## src/rtl/johnson_seq_decoder_if.sv

```systemverilog
// Signal bundle between a 4-bit Johnson ring and its receive-side sequence checker.
// The ring side drives q_in; the checker drives the decoded status back.
interface johnson_seq_decoder_if #(
  parameter int ERR_W = 8
);
  logic [3:0]       q_in;
  logic [2:0]       step;
  logic             step_valid;
  logic             step_strobe;
  logic             seq_err;
  logic [ERR_W-1:0] err_count;
  logic             locked;

  modport master (
    output q_in,
    input  step, step_valid, step_strobe, seq_err, err_count, locked
  );

  modport slave (
    input  q_in,
    output step, step_valid, step_strobe, seq_err, err_count, locked
  );
endinterface

```

## src/rtl/johnson_seq_decoder.sv

```systemverilog
// Receive-side checker for a 4-bit Johnson ring: synchronise, debounce, decode to a
// step index and verify that each accepted step is the legal successor of the last.
module johnson_seq_decoder #(
  parameter int STABLE_CYC = 4,
  parameter int LOCK_N     = 3,
  parameter int ERR_W      = 8
) (
  input  logic                exCLK,
  input  logic                rst,
  johnson_seq_decoder_if.slave bus
);

  localparam int CNT_W  = $clog2(STABLE_CYC) + 1;
  localparam int GOOD_W = $clog2(LOCK_N + 1);
  localparam logic [CNT_W-1:0]  CNT_MAX   = CNT_W'(STABLE_CYC - 1);
  localparam logic [CNT_W-1:0]  CNT_ZERO  = {CNT_W{1'b0}};
  localparam logic [GOOD_W-1:0] GOOD_MAX  = GOOD_W'(LOCK_N);
  localparam logic [GOOD_W-1:0] GOOD_ZERO = {GOOD_W{1'b0}};
  localparam logic [ERR_W-1:0]  ERR_MAX   = {ERR_W{1'b1}};
  localparam logic [ERR_W-1:0]  ERR_ZERO  = {ERR_W{1'b0}};

  typedef enum logic [0:0] {
    UNLOCKED = 1'b0,
    LOCKED   = 1'b1
  } state_t;

  state_t            state_r, state_nxt_s;
  logic [3:0]        s1_r, s2_r, cand_r, last_pat_r;
  logic              last_vld_r;
  logic [CNT_W-1:0]  cnt_r;
  logic [2:0]        ref_r;
  logic              ref_vld_r;
  logic [GOOD_W-1:0] good_r, good_nxt_s, good_inc_s;
  logic [2:0]        step_r;
  logic              step_valid_r, step_strobe_r, seq_err_r;
  logic [ERR_W-1:0]  err_count_r;
  logic [3:0]        dec_s;
  logic              legal_s, accept_s, succ_s, err_s;
  logic [2:0]        idx_s;

  // Table lookup: {legal, index} for one ring pattern {QA,QB,QC,QD}.
  function automatic logic [3:0] decode_f(input logic [3:0] pat);
    logic [3:0] res;
    case (pat)
      4'b0000: res = {1'b1, 3'd0};
      4'b1000: res = {1'b1, 3'd1};
      4'b1100: res = {1'b1, 3'd2};
      4'b1110: res = {1'b1, 3'd3};
      4'b1111: res = {1'b1, 3'd4};
      4'b0111: res = {1'b1, 3'd5};
      4'b0011: res = {1'b1, 3'd6};
      4'b0001: res = {1'b1, 3'd7};
      default: res = {1'b0, 3'd0};
    endcase
    return res;
  endfunction

  assign dec_s   = decode_f(cand_r);
  assign legal_s = dec_s[3];
  assign idx_s   = dec_s[2:0];
  // Accept once the candidate has been stable long enough and is not a repeat.
  assign accept_s = (s2_r == cand_r) && (cnt_r == CNT_MAX) &&
                    (!last_vld_r || (cand_r != last_pat_r));
  assign succ_s   = ref_vld_r && (idx_s == (ref_r + 3'd1));

  // Lock FSM state register.
  always_ff @(posedge exCLK) begin
    if (rst) begin
      state_r <= UNLOCKED;
    end else begin
      state_r <= state_nxt_s;
    end
  end

  // Lock FSM next state, good-step count and error decision for an accepted pattern.
  always_comb begin
    state_nxt_s = state_r;
    good_nxt_s  = good_r;
    err_s       = 1'b0;
    good_inc_s  = (good_r == GOOD_MAX) ? good_r : (good_r + GOOD_W'(1));
    if (accept_s) begin
      if (!legal_s) begin
        err_s       = 1'b1;
        good_nxt_s  = GOOD_ZERO;
        state_nxt_s = UNLOCKED;
      end else if (!ref_vld_r) begin
        good_nxt_s = GOOD_ZERO;
      end else if (succ_s) begin
        good_nxt_s = good_inc_s;
        case (state_r)
          UNLOCKED: begin
            if (good_inc_s == GOOD_MAX) begin
              state_nxt_s = LOCKED;
            end else begin
              state_nxt_s = UNLOCKED;
            end
          end
          LOCKED:  state_nxt_s = LOCKED;
          default: state_nxt_s = UNLOCKED;
        endcase
      end else begin
        err_s       = 1'b1;
        good_nxt_s  = GOOD_ZERO;
        state_nxt_s = UNLOCKED;
      end
    end else begin
      good_nxt_s = good_r;
    end
  end

  // Synchroniser, debounce, reference tracking and registered status outputs.
  always_ff @(posedge exCLK) begin
    if (rst) begin
      s1_r          <= 4'b0000;
      s2_r          <= 4'b0000;
      cand_r        <= 4'b0000;
      cnt_r         <= CNT_ZERO;
      last_pat_r    <= 4'b0000;
      last_vld_r    <= 1'b0;
      ref_r         <= 3'd0;
      ref_vld_r     <= 1'b0;
      good_r        <= GOOD_ZERO;
      step_r        <= 3'd0;
      step_valid_r  <= 1'b0;
      step_strobe_r <= 1'b0;
      seq_err_r     <= 1'b0;
      err_count_r   <= ERR_ZERO;
    end else begin
      s1_r <= bus.q_in;
      s2_r <= s1_r;
      if (s2_r != cand_r) begin
        cand_r <= s2_r;
        cnt_r  <= CNT_ZERO;
      end else if (cnt_r != CNT_MAX) begin
        cnt_r <= cnt_r + CNT_W'(1);
      end
      step_strobe_r <= accept_s;
      seq_err_r     <= err_s;
      good_r        <= good_nxt_s;
      if (accept_s) begin
        last_pat_r <= cand_r;
        last_vld_r <= 1'b1;
        if (legal_s) begin
          step_r       <= idx_s;
          step_valid_r <= 1'b1;
          ref_r        <= idx_s;
          ref_vld_r    <= 1'b1;
        end else begin
          step_valid_r <= 1'b0;
          ref_vld_r    <= 1'b0;
        end
      end
      if (err_s && (err_count_r != ERR_MAX)) begin
        err_count_r <= err_count_r + ERR_W'(1);
      end
    end
  end

  assign bus.step        = step_r;
  assign bus.step_valid  = step_valid_r;
  assign bus.step_strobe = step_strobe_r;
  assign bus.seq_err     = seq_err_r;
  assign bus.err_count   = err_count_r;
  assign bus.locked      = (state_r == LOCKED);

endmodule

```

## src/flat_wrapper.sv

```systemverilog
// flat-port wrapper written by rule: the top's interface ports become plain ports
module johnson_seq_decoder_flat 
#(
  parameter int STABLE_CYC = 4,
  parameter int LOCK_N     = 3,
  parameter int ERR_W      = 8
)
  (exCLK, rst, bus_q_in, bus_step, bus_step_valid, bus_step_strobe, bus_seq_err, bus_err_count, bus_locked);
  johnson_seq_decoder_if #(.ERR_W(ERR_W)) bus_i ();
  input  logic exCLK;
  input  logic rst;
  input wire logic [$bits(bus_i.q_in)-1:0] bus_q_in;
  output wire logic [$bits(bus_i.step)-1:0] bus_step;
  output wire logic [$bits(bus_i.step_valid)-1:0] bus_step_valid;
  output wire logic [$bits(bus_i.step_strobe)-1:0] bus_step_strobe;
  output wire logic [$bits(bus_i.seq_err)-1:0] bus_seq_err;
  output wire logic [$bits(bus_i.err_count)-1:0] bus_err_count;
  output wire logic [$bits(bus_i.locked)-1:0] bus_locked;
  assign bus_i.q_in = bus_q_in;
  assign bus_step = bus_i.step;
  assign bus_step_valid = bus_i.step_valid;
  assign bus_step_strobe = bus_i.step_strobe;
  assign bus_seq_err = bus_i.seq_err;
  assign bus_err_count = bus_i.err_count;
  assign bus_locked = bus_i.locked;
  johnson_seq_decoder #(.STABLE_CYC(STABLE_CYC), .LOCK_N(LOCK_N), .ERR_W(ERR_W)) u_core (.exCLK(exCLK), .rst(rst), .bus(bus_i));
endmodule
```

## config.mk

```make
export PLATFORM = sky130hd
export DESIGN_NAME = johnson_seq_decoder_flat
export DESIGN_NICKNAME = d
export VERILOG_FILES = /design/src/rtl/johnson_seq_decoder_if.sv /design/src/rtl/johnson_seq_decoder.sv /design/src/flat_wrapper.sv
export SDC_FILE = /design/constraint.sdc
export NUM_CORES = 1
export LEC_CHECK = 0
export CAP_MARGIN = 20
export CORE_MARGIN = 5
export CORE_UTILIZATION = 59
export DETAILED_ROUTE_END_ITERATION = 12
export PLACE_DENSITY = 0.83
export SLEW_MARGIN = 20
export SYNTH_ARGS = -nofsm -noshare
export SYNTH_HDL_FRONTEND = slang
export SYNTH_SLANG_ARGS = --single-unit
```

## constraint.sdc

```tcl
create_clock -name exCLK -period 2.9 [get_ports exCLK]
set_input_delay 0.435 -clock exCLK [delete_from_list [all_inputs] [get_ports exCLK]]
set_output_delay 0.435 -clock exCLK [all_outputs]
set_load 0.05 [all_outputs]
```

# Word level (Yosys, flattened, before mapping)
# Memories as Yosys holds them, arrays and structs flattened. A register that Yosys moved wholly into a read port is not among the register bits.
# Cells that the tools add are included.
[totals]
reg_bits = 37
rom_bits = 64
in_bits = 6
out_inout_bits = 15
elab_cells = 54
mem_count = 1
[op_classes]
addsub = 4
eq_ne = 10
n_mux = 16
n_bitwise = 1
n_reduce_logical = 9
[memory_table]
columns = ["name", "words", "width", "read_ports", "rd_clocked_by_memory_dff", "write_ports", "line_no", "source"]
rows = [
  ["(name not given)", 16, 4, 1, 1, 0, "johnson_seq_decoder.sv:44", "case (pat)"],
]
[op_table]
columns = ["cell", "count"]
rows = [
  ["$mux 1", 9],
  ["$add 8x1->8 const B", 1],
  ["$mux 2", 4],
  ["$mux 4", 2],
  ["$ne 4x4->1", 2],
  ["$ne 8x8->1 const B", 1],
  ["$add 3x1->3 const B", 2],
  ["$eq 2x2->1 const B", 2],
  ["$eq 4x4->1", 1],
  ["$logic_and 1x1->1", 4],
  ["$reduce_and 2->1", 2],
  ["$eq 3x2->1 const B", 1],
  ["$eq 3x3->1", 1],
  ["$ne 3x2->1 const B", 1],
  ["$add 2x1->2 const B", 1],
  ["$ne 2x1->1 const B", 1],
  ["$pmux 1 s2", 1],
  ["$reduce_or 2->1", 1],
  ["$logic_not 1->1", 1],
  ["$logic_or 1x1->1", 1],
  ["$not 1->1", 1],
]

# Logic depth before layout (Yosys ltp)
[logic_depth]
ltp_word = 8
depth_mapped = 8
depth_no_buf = 6

# Worst setup path after synthesis
# No wires, ideal clock.
[synth_path]
path_kind = "register -> register"
start = "reg u_core.ref_r[2]"
end = "reg u_core.err_count_r[7], in the netlist u_core.bus.err_count[7]"
setup_ns = 0.070
arrival_time_ns = 2.241
required_ns = 2.830
slack_ns = 0.589
path_stages_with_launch = 6
path_buffers = 0
period_less_slack_ns = 2.311
path_cell_list = "dfxtp_1 > xnor3_1 > and4_4 > or4_1 > or3_1 > a21oi_1"
[synth_via]
elab_chain_len = 8
[synth_rtl]
columns = ["element", "line_no", "source"]
rows = [
  ["start, declared", "johnson_seq_decoder.sv:31", "logic [2:0] ref_r;"],
  ["start signal, assigned", "johnson_seq_decoder.sv:146", "ref_r <= idx_s;"],
  ["$add 3x1->3", "johnson_seq_decoder.sv:64", "assign succ_s = ref_vld_r && (idx_s == (ref_r + 3'd1));"],
  ["$eq 3x3->1", "johnson_seq_decoder.sv:64", ""],
  ["$logic_and 1x1->1", "johnson_seq_decoder.sv:64", ""],
  ["$mux 1", "johnson_seq_decoder.sv:88", "end else if (succ_s) begin"],
  ["$mux 1", "johnson_seq_decoder.sv:86", "end else if (!ref_vld_r) begin"],
  ["$mux 1", "johnson_seq_decoder.sv:82", "if (!legal_s) begin"],
  ["$mux 1", "johnson_seq_decoder.sv:81", "if (accept_s) begin"],
  ["$logic_and 1x1->1", "johnson_seq_decoder.sv:153", "if (err_s && (err_count_r != ERR_MAX)) begin"],
  ["end signal, assigned", "johnson_seq_decoder.sv:154", "err_count_r <= err_count_r + ERR_W'(1);"],
  ["end, declared", "johnson_seq_decoder.sv:36", "logic [ERR_W-1:0] err_count_r;"],
]
# Every way passes these cells.
# A chain may end at the register's enable or synchronous reset.

# Worst setup path after layout
[layout_path]
start = "reg u_core.s2_r[2]"
end = "reg u_core.err_count_r[0], in the netlist u_core.bus.err_count[0]"
[layout_via]
elab_chain_len = 5
[layout_rtl]
columns = ["element", "line_no", "source"]
rows = [
  ["start, declared", "johnson_seq_decoder.sv:28", "logic [3:0] s1_r, s2_r, cand_r, last_pat_r;"],
  ["start signal, assigned", "johnson_seq_decoder.sv:130", "s2_r <= s1_r;"],
  ["$eq 4x4->1", "johnson_seq_decoder.sv:62", "assign accept_s = (s2_r == cand_r) && (cnt_r == CNT_MAX) &&"],
  ["$logic_and 1x1->1 (2 in a row)", "johnson_seq_decoder.sv:62", ""],
  ["$mux 1", "johnson_seq_decoder.sv:81", ""],
  ["$logic_and 1x1->1", "johnson_seq_decoder.sv:153", ""],
]
# Every way passes these cells.

==> results.tsv <==
metric	value	unit
outcome	finished clean	
cts_resized	0	
antenna_found_initial	0	
leakage	0.000780	uW
die-width	65.6	um
cap_viol_max_count	0	
clock-root-buffer	clkbuf_4	
clock_sinks	41	
critical_path_required	3.14	ns
critPathArrivalTime	2.58	ns
ant_nets	0	
crit_family	simple AND/OR/NAND/NOR gates	
cts_buffers	5	
maxSlewViolCount	0	
portBuffers	20	
overflow	0	
grt_pass1_wl	5610	um
via_per_inst	5.65	
syn_nets	195	
reg2reg_depth	5	
place_congestion	0.828	
syn-cell-area	1830	sq um
layout_min_cycle_time	2.34	ns
grt_max_degree	42	
dr.pass1.iters	4	
vias	1339	
holdPathEnd	u_core.s2_r[1]	
end_kind	register	
pin_count	21	
row_count	20	
clk_latency	0.34	ns
worstSetupPathType	register to register	
slowest_stage	dfxtp_1	
fin_nets	213	
clk_pin_slew	0.11	ns
wl	3270	um
post-cts-setup-buffers	0	
crit_fanout	24	
drc	0	
dieHeight	65.6	um
clock_skew	0.00378	ns
fill_cells	255	
timing.fmax	427	MHz
initial_core_util	60.8	%
cts-hold-fix-buffers	0	
slew_headroom	54.4	%
hp-start	u_core.s1_r[1]	
postSynthCellCount	185	
worst_pin_slew	0.681	ns
antennaDiodeCount	0	
routedWlPerCell	13.8	um
yosysWarnings	0	
syn2layout_area_growth	12.1	%
ff2ff_setup_slack	0.56	ns
synth-seq-cells	41	
path_cells	xor2_1, nor4_4, o211ai_4, nor4b_4, mux2_2	
tritoncts	done	
final-hold-violation-count	0	
layout-drive-gt1-share	8.82	%
rsz0062_at_grt	false	
hold_class	register to register	
track_usage	17.2	%
hpwl	2340	um
first_global_vias	1289	
worstSetupStartpointType	register	
yosysUniqueCellTypes	36	
fp.dieArea	4310	sq um
hold_depth	1	
ir_worst_vdd	0.000326	V
ctsHtreeMaxLevel	2	
p_per_area	447	nW/um^2
period_share	80.7	%
r2r_start	u_core.s2_r[2]	
setup_tns	0	ns
worst_path_largest_cell_delay	0.50	ns
synth-seq-area-share	44.9	%
drtIter0Drc	91	
syn_avg_cell_area	9.87	sq um
critPathBufInv	0	
setup_violations	0	
core	3000	sq um
r2r-end	u_core.bus.err_count[0]	
clock_path_buffers	2	
fin_util	68.2	%
## layout by cell type, fill, tap and decap left out, types with 5 or more instances in the layout
cell / count
a21oi_1: 12
clkbuf_4: 5
clkdlybuf4s50_1: 20
dfxtp_1: 41
mux2i_1: 10
nand2_1: 8
nand3_1: 6
nor2_1: 18
nor2b_1: 14
nor3_1: 7
or3_1: 6
xnor2_1: 6
xor2_1: 7
## kinds of logic (layout without fill, tap and decap cells)
group                      Yosys count  after routing  share of synthesized area (%)
and+or+nand+nor                     78             78                           25.0
xor gates and xnor gates            14             14                           7.47
DFF                                 41             41                           44.9
AOI/OAI and AO/OA                   22             22                           8.15
buffers and inverters               14             33                           5.00
adders and majority gates            4              4                           2.74
muxes                               12             12                           6.71
## area by class of cell
cell class	instances	area [sq um]	share of cell area, %
clock buffers	8	48.8	2.38
inverters	4	15.0	0.733
multi-input cells	130	915	44.7
flip-flops and latches	41	821	40.1
well taps	33	41.3	2.02
repair buffers	21	208	10.1
## metal layers
metal | part of all wire, % | track usage [%] | vias to the layer above
met5 | 0 | 0 | -
met2 | 49 | 27.4 | 23
met4 | 2.8 | 10.6 | 0
met3 | 3.5 | 4.44 | 11
met1 | 45 | 20.4 | 637
li1 | - | - | 668
## sequential cells by signal (all words and copies together), names as in the netlist
register                cells
u_core.bus.step_strobe      1
u_core.s1_r                 4
u_core.s2_r                 4
u_core.cand_r               4
u_core.ref_vld_r            1
u_core.bus.locked           1
u_core.last_pat_r           4
u_core.last_vld_r           1
u_core.bus.seq_err          1
u_core.good_r               2
u_core.ref_r                3
u_core.cnt_r                3
u_core.bus.err_count        8
u_core.dec_s                4
## through the flow
stage	instance area, sq um	power, uW	std cells	hold slack [ns]	setup slack [ns]
5_1_grt	2050	966	237	0.471	0.348
3_3_place_gp	2000	658	229	0.425	0.676
4_1_cts	2050	924	237	0.457	0.547
6_report	2050	916	237	0.453	0.560
3_5_place_dp	2000	662	229	0.424	0.569
2_1_floorplan	1830	648	185	0.414	0.589
## power by group
part | switching (uW) | internal (uW)
logic | 35.0 | 28.9
clock network | 170 | 96.8
registers | 10.2 | 575
total | 216 | 700
## worst max path at each step
| stage | slack [ns] | end | depth (start not counted) | start |
|---|---|---|---|---|
| after floorplan | 0.59 | u_core.bus.err_count[7] | 5 | u_core.ref_r[2] |
| after global placement | 0.68 | u_core.bus.err_count[0] | 5 | u_core.s2_r[2] |
| after detailed placement | 0.57 | u_core.bus.err_count[0] | 5 | u_core.s2_r[2] |
| after CTS | 0.55 | u_core.bus.err_count[0] | 5 | u_core.s2_r[2] |
| after global routing | 0.35 | u_core.bus.err_count[0] | 5 | u_core.s2_r[2] |
| final | 0.56 | u_core.bus.err_count[0] | 5 | u_core.s2_r[2] |
## cell usage after synthesis (all sizes together)
cell type	count	area, sq um
xnor2	6	52.6
nand4b	2	17.5
mux2i	10	100
o2111ai	2	17.5
buf	6	51.3
xor2	7	61.3
nand2	8	30.0
inv	4	15.0
xnor3	1	22.5
nand2b	4	25.0
or4	2	15.0
nor4	2	27.5
mux2	2	22.5
or3	7	45.1
o21ai	4	20.0
ha	4	50.1
clkbuf	4	25.0
nor3	7	35.0
a21oi	12	60.1
or2b	1	7.51
and4	1	11.3
nor2	18	67.6
nor4b	1	23.8
or2	2	12.5
o211ai	1	21.3
nor2b	14	87.6
nand4	1	6.26
nand3b	2	15.0
o21ba	3	30.0
dfxtp	41	821
nand3	6	30.0
## worst reg2reg max path: stages, from the launching register on
cell	delay [ns]
dfxtp_1	0.50
xor2_1	0.15
nor4_4	0.46
o211ai_4	0.34
nor4b_4	0.40
mux2_2	0.37
Power figures use the tool's default switching activity.
